===== config.mk =====
export PLATFORM = sky130hd
export DESIGN_NAME = mine_sequencer_flat
export DESIGN_NICKNAME = d
export VERILOG_FILES = /design/src/rtl/mine_sequencer_if.sv /design/src/rtl/mine_sequencer.sv /design/src/flat_wrapper.sv
export SDC_FILE = /design/constraint.sdc
export NUM_CORES = 1
export LEC_CHECK = 0
export ABC_AREA = 1
export BUFFER_PORTS_ARGS = -buffer_cell sky130_fd_sc_hd__buf_2
export CORE_MARGIN = 5
export CORE_UTILIZATION = 33
export CTS_CLUSTER_SIZE = 16
export DETAILED_ROUTE_END_ITERATION = 12
export GPL_ROUTABILITY_DRIVEN = 0
export GPL_TIMING_DRIVEN = 0
export HOLD_SLACK_MARGIN = 0.08
export SYNTH_ARGS = -nofsm -noshare
export SYNTH_HDL_FRONTEND = slang
export SYNTH_SLANG_ARGS = --single-unit
export TNS_END_PERCENT = 1

===== constraint.sdc =====
create_clock -name clk -period 3.8 [get_ports clk]
set_input_delay 0.76 -clock clk [delete_from_list [all_inputs] [get_ports clk]]
set_output_delay 0.76 -clock clk [all_outputs]
set_load 0.03 [all_outputs]

===== src/rtl/mine_sequencer_if.sv =====
// Hash-core handshake bus between the mining sequencer (master) and the shared SHA-256 core (slave).
interface mine_sequencer_if #(
    parameter int HASH_W = 256
) ();
    logic [1:0]        hash_select;
    logic              hash_start;
    logic              hash_done;
    logic [HASH_W-1:0] hash_out;

    modport master (
        output hash_select,
        output hash_start,
        input  hash_done,
        input  hash_out
    );

    modport slave (
        input  hash_select,
        input  hash_start,
        output hash_done,
        output hash_out
    );
endinterface


===== src/rtl/mine_sequencer.sv =====
// Drives the shared SHA-256 core through midstate, per-nonce block hash and rehash,
// then compares the double hash against the difficulty target.
module mine_sequencer #(
    parameter int NONCE_W     = 32,
    parameter int HASH_W      = 256,
    parameter int TIMEOUT_CYC = 200
) (
    input  logic               clk,
    input  logic               n_rst,
    input  logic               new_block,
    input  logic [HASH_W-1:0]  difficulty,
    input  logic               stop,
    input  logic               result_ack,
    mine_sequencer_if.master   hash_bus,
    output logic               increment,
    output logic [NONCE_W-1:0] nonce,
    output logic               found,
    output logic               exhausted,
    output logic               timeout_err,
    output logic               busy
);

    localparam int WDOG_W = (TIMEOUT_CYC > 2) ? $clog2(TIMEOUT_CYC) : 1;
    // The start cycle counts toward the budget, so the wait states stop two short of it.
    localparam logic [WDOG_W-1:0] WDOG_LAST = WDOG_W'(TIMEOUT_CYC - 2);

    localparam logic [1:0] SEL_MID = 2'd0;
    localparam logic [1:0] SEL_BLK = 2'd1;
    localparam logic [1:0] SEL_DBL = 2'd2;

    typedef enum logic [3:0] {
        S_IDLE     = 4'd0,
        S_MID      = 4'd1,
        S_WAIT_MID = 4'd2,
        S_BLK      = 4'd3,
        S_WAIT_BLK = 4'd4,
        S_DBL      = 4'd5,
        S_WAIT_DBL = 4'd6,
        S_CMP      = 4'd7,
        S_FOUND    = 4'd8,
        S_EXH      = 4'd9,
        S_ERR      = 4'd10
    } state_t;

    state_t            state_r;
    logic [HASH_W-1:0] target_r;
    logic [HASH_W-1:0] digest_r;
    logic [WDOG_W-1:0] wdog_r;

    // Sequencer FSM; every output is registered alongside the state it belongs to.
    always_ff @(posedge clk or negedge n_rst) begin
        if (!n_rst) begin
            state_r              <= S_IDLE;
            hash_bus.hash_select <= SEL_MID;
            hash_bus.hash_start  <= 1'b0;
            increment            <= 1'b0;
            nonce                <= '0;
            found                <= 1'b0;
            exhausted            <= 1'b0;
            timeout_err          <= 1'b0;
            busy                 <= 1'b0;
            target_r             <= '0;
            digest_r             <= '0;
            wdog_r               <= '0;
        end else begin
            hash_bus.hash_start <= 1'b0;
            increment           <= 1'b0;
            if (stop) begin
                state_r     <= S_IDLE;
                found       <= 1'b0;
                exhausted   <= 1'b0;
                timeout_err <= 1'b0;
                busy        <= 1'b0;
            end else if (new_block) begin
                state_r              <= S_MID;
                target_r             <= difficulty;
                nonce                <= '0;
                hash_bus.hash_select <= SEL_MID;
                hash_bus.hash_start  <= 1'b1;
                found                <= 1'b0;
                exhausted            <= 1'b0;
                timeout_err          <= 1'b0;
                busy                 <= 1'b1;
            end else begin
                case (state_r)
                    S_IDLE: begin
                        state_r <= S_IDLE;
                    end
                    S_MID: begin
                        state_r <= S_WAIT_MID;
                        wdog_r  <= '0;
                    end
                    S_BLK: begin
                        state_r <= S_WAIT_BLK;
                        wdog_r  <= '0;
                    end
                    S_DBL: begin
                        state_r <= S_WAIT_DBL;
                        wdog_r  <= '0;
                    end
                    S_WAIT_MID, S_WAIT_BLK, S_WAIT_DBL: begin
                        if (hash_bus.hash_done) begin
                            if (state_r == S_WAIT_MID) begin
                                state_r              <= S_BLK;
                                hash_bus.hash_select <= SEL_BLK;
                                hash_bus.hash_start  <= 1'b1;
                            end else if (state_r == S_WAIT_BLK) begin
                                state_r              <= S_DBL;
                                hash_bus.hash_select <= SEL_DBL;
                                hash_bus.hash_start  <= 1'b1;
                            end else begin
                                state_r  <= S_CMP;
                                digest_r <= hash_bus.hash_out;
                            end
                        end else if (wdog_r == WDOG_LAST) begin
                            state_r     <= S_ERR;
                            timeout_err <= 1'b1;
                        end else begin
                            wdog_r <= wdog_r + WDOG_W'(1);
                        end
                    end
                    S_CMP: begin
                        if (digest_r <= target_r) begin
                            state_r <= S_FOUND;
                            found   <= 1'b1;
                        end else if (nonce == {NONCE_W{1'b1}}) begin
                            state_r   <= S_EXH;
                            exhausted <= 1'b1;
                        end else begin
                            state_r              <= S_BLK;
                            nonce                <= nonce + NONCE_W'(1);
                            increment            <= 1'b1;
                            hash_bus.hash_select <= SEL_BLK;
                            hash_bus.hash_start  <= 1'b1;
                        end
                    end
                    S_FOUND, S_EXH, S_ERR: begin
                        if (result_ack) begin
                            state_r     <= S_IDLE;
                            found       <= 1'b0;
                            exhausted   <= 1'b0;
                            timeout_err <= 1'b0;
                            busy        <= 1'b0;
                        end else begin
                            state_r <= state_r;
                        end
                    end
                    default: begin
                        state_r     <= S_IDLE;
                        found       <= 1'b0;
                        exhausted   <= 1'b0;
                        timeout_err <= 1'b0;
                        busy        <= 1'b0;
                    end
                endcase
            end
        end
    end

endmodule

===== src/flat_wrapper.sv =====
// flat-port wrapper written by rule: the top's interface ports become plain ports
module mine_sequencer_flat 
#(
    parameter int NONCE_W     = 32,
    parameter int HASH_W      = 256,
    parameter int TIMEOUT_CYC = 200
)
  (clk, n_rst, new_block, difficulty, stop, result_ack, increment, nonce, found, exhausted, timeout_err, busy, hash_bus_hash_select, hash_bus_hash_start, hash_bus_hash_done, hash_bus_hash_out);
  mine_sequencer_if #(.HASH_W(HASH_W)) hash_bus_i ();
  input  logic clk;
  input  logic n_rst;
  input  logic new_block;
  input  logic [HASH_W-1:0] difficulty;
  input  logic stop;
  input  logic result_ack;
  output logic increment;
  output logic [NONCE_W-1:0] nonce;
  output logic found;
  output logic exhausted;
  output logic timeout_err;
  output logic busy;
  output wire logic [$bits(hash_bus_i.hash_select)-1:0] hash_bus_hash_select;
  output wire logic [$bits(hash_bus_i.hash_start)-1:0] hash_bus_hash_start;
  input wire logic [$bits(hash_bus_i.hash_done)-1:0] hash_bus_hash_done;
  input wire logic [$bits(hash_bus_i.hash_out)-1:0] hash_bus_hash_out;
  assign hash_bus_hash_select = hash_bus_i.hash_select;
  assign hash_bus_hash_start = hash_bus_i.hash_start;
  assign hash_bus_i.hash_done = hash_bus_hash_done;
  assign hash_bus_i.hash_out = hash_bus_hash_out;
  mine_sequencer #(.NONCE_W(NONCE_W), .HASH_W(HASH_W), .TIMEOUT_CYC(TIMEOUT_CYC)) u_core (.clk(clk), .n_rst(n_rst), .new_block(new_block), .difficulty(difficulty), .stop(stop), .result_ack(result_ack), .hash_bus(hash_bus_i), .increment(increment), .nonce(nonce), .found(found), .exhausted(exhausted), .timeout_err(timeout_err), .busy(busy));
endmodule

==> results.ini <==
[grt]
grt_util_met1_pct = 22.9
grt_pass1_wl_um = 128000
grtUsageMet3_pct = 4.82
grt_pass1_vias = 22783
grt_busiest_layer = met2
gr-total-overflow = 0
grtUsageTotal_pct = 17.9
grtUsageMet2_pct = 29.5
antenna_found_initial = 64
grt_max_degree = 115

[pwr]
ir_drop_mv = 0.294
pwr-share-seq_pct = 43.9
leakage_nw = 19.2
pwr_density_cell_nw_per_um2 = 440
pwr-share-clk_pct = 43.1
pwr-share-comb_pct = 13.0
p_int_mw = 11.4
swShare_pct = 26.5
power_switching_mw = 4.11

[cells_and_area]
area_delta_synth_final_pct = 23.8
fin_nets = 4343
drive_gt1_share_pct = 26.2
final_util_pct = 41.3
fin_cells = 4802
fill_cells = 8528

[drt]
drcViolationCount = 0
wirelength_um = 84100
drt-wirelength-per-cell_um = 17.5
vias = 22198
first_pass_iters = 7
postRouteAntennaNets = 0
via_per_inst = 4.62
drtIter0Drc = 1012

[clock_tree]
cts-resized-gates = 0
htreeDepth = 3
post_cts_buffers = 0
cts-root-buf = clkbuf_16
insertion_delay_ps = 610
cts_tree = built
clock-sinks = 564
cts_buffer_depth = 3
hold_buffers = 0
clk_pin_slew_ps = 60
cts_buffers = 68

[floorplan]
dieWidth_um = 304
dieHeight_um = 304
coreArea_um2 = 85300
rows = 107
start_util_pct = 33.3
ios = 558
die_area_um2 = 92100

[synth]
yosysTopAreaCell = dfrtp_1
yosysWarnings = 0
synth-seq-area-share_pct = 49.6
syn_avg_cell_area_um2 = 9.69
synth_edf_count = 0
netlist.area_leader.share_pct = 49.6
synthTopCellsByArea = dfrtp_1, ha_1, mux2_2, a21oi_1, nor2_1
async_flop_share_pct = 100
netlist_area_um2 = 28400
synthTopCellsByCount = dfrtp_1, nor2_1, a21oi_1
netlist_instances = 2934
synth-main-ff-cell = dfrtp_1
synth_cell_type_count = 38
yosys.cell_count.top_type = dfrtp_1
syn_nets = 3711
ys_ff_latch = 564

[sta]
hold_viol_final = 0
slew_violations = 0
rsz0062_at_grt = false
post-route-min-period_ps = 3410
finalClockSkew_ps = 28.2
worst_pin_slew_ps = 1020
totalNegativeSetupSlack_ps = 0
min_period_over_period_pct = 89.6
whs_ps = 120
max_freq_ghz = 0.294
finalSetupViolCount = 0
layout_setup_ws_ps = 394
max_slew_margin_pct = 32.0

[placed_design]
place_hpwl_um = 66000
numPortBuffers = 557
dp.cells = 4640
dp_slack_ps = -68.8

[critical_path]
start_kind = flop
critical_path_class = reg2reg
path_max_fanout = 10
reg2reg_depth = 13
required_ps = 4280
regToRegStartpoint = u_core.digest_r[223]$_DFFE_PN0P_
r2r_setup_slack_ps = 390
arrival_ps = 3890
critPathCaptureType = flop
r2r_end = u_core.nonce[30]$_DFFE_PN0P_

[outcome]
outcome = finished, final reports clean

[worst_hold_path]
min_path_type = in2async

[job]
drv_cap = 0

==> state kept, by name (all words and copies together) (netlist names) <==
name and flops:
u_core.timeout_err 1, u_core.digest_r 256, u_core.target_r 256, u_core.found 1, u_core.wdog_r 8, u_core.hash_bus.hash_start 1
u_core.increment 1, u_core.nonce 32, u_core.hash_bus.hash_select 2, u_core.state_r 4, u_core.busy 1, u_core.exhausted 1
==> area by class of cell <==
cell class	instances	area, um^2	share of cell area, %
flip-flops and latches	564	14100	40.1
diodes	38	95.1	0.270
inverters	340	1280	3.62
well taps	1144	1430	4.07
multi-input cells	1930	12600	35.8
plain buffers	100	433	1.23
clock inverters	24	323	0.917
clock buffers	100	1990	5.66
repair buffers	562	2940	8.34
==> routing by layer <==
metal / routed length (um) / up-vias
met4: 2260 / 34
met3: 5840 / 150
met2: 39800 / 520
met1: 35900 / 10443
li1: - / 11051
met5: 230 / -
==> power groups by stage <==
stage                     clock network [mW]  registers [mW]  logic [mW]
final                                   6.68            6.80        2.02
after global placement                     0            6.91        1.97
after global routing                    7.14            6.85        2.36
after CTS                               6.91            6.80        2.06
after floorplan                            0            6.91        1.17
after detailed placement                   0            6.91        2.05
==> cell families after synthesis <==
family / share of synthesized area (%)
AO/OA/AOI/OAI: 8.28
XOR/XNOR: 0.893
adder cells (fa/ha/maj): 11.4
buffers and inverters: 6.01
flip-flops: 49.6
multiplexers: 10.2
AND/OR/NAND/NOR: 13.6
==> layout by cell type, fill, tap and decap left out, types with 3 or more instances in the layout <==
cell type / instances
ha_1: 259
o21bai_1: 6
nand2_1: 372
nor3_2: 5
dfrtp_1: 564
o21ai_0: 40
nand4_1: 65
clkbuf_16: 69
nand3_1: 25
bufinv_16: 5
buf_6: 3
xor2_1: 13
inv_1: 339
a311oi_1: 3
xnor2_1: 16
a21oi_1: 391
clkbuf_8: 15
nor2_1: 404
o21a_1: 10
diode_2: 38
nor3_1: 30
clkbuf_1: 83
mux2_2: 229
buf_2: 584
mux2_1: 28
and3_1: 3
clkinv_2: 12
nor4_1: 11
buf_16: 5
==> worst max-delay path by stage <==
stage | start | to | slack [ps] | cells after the start
5_1_grt | u_core.target_r[191]$_DFFE_PN0P_ | u_core.nonce[26]$_DFFE_PN0P_ | 40 | 17
6_report | u_core.digest_r[223]$_DFFE_PN0P_ | u_core.nonce[30]$_DFFE_PN0P_ | 390 | 13
2_1_floorplan | u_core.nonce[0]$_DFFE_PN0P_ | u_core.nonce[22]$_DFFE_PN0P_ | 1570 | 11
3_3_place_gp | n_rst | u_core.target_r[217]$_DFFE_PN0P_ | -10370 | 1
4_1_cts | u_core.digest_r[223]$_DFFE_PN0P_ | u_core.nonce[30]$_DFFE_PN0P_ | 190 | 13
3_5_place_dp | new_block | u_core.target_r[144]$_DFFE_PN0P_ | -70 | 7
==> critical path, stage by stage (launching register included) <==
cell and delay (ps):
dfrtp_1 390, ha_1 300, nand2_1 60, nor2_1 160
nand2_1 110, nor4_2 320, nand4_1 360, nor3_2 480
nand3_1 350, nand2_2 250, nand2_4 110, buf_2 210
nand4_1 110, nand2_1 70
==> through the flow <==
stage / cell area, um^2 / total power [mW]
3_3_place_gp: 32600 / 8.88
6_report: 35200 / 15.5
2_1_floorplan: 28400 / 8.07
3_5_place_dp: 32800 / 8.95
4_1_cts: 35100 / 15.8
5_1_grt: 35200 / 16.4
(Power assumes the default switching activity.)
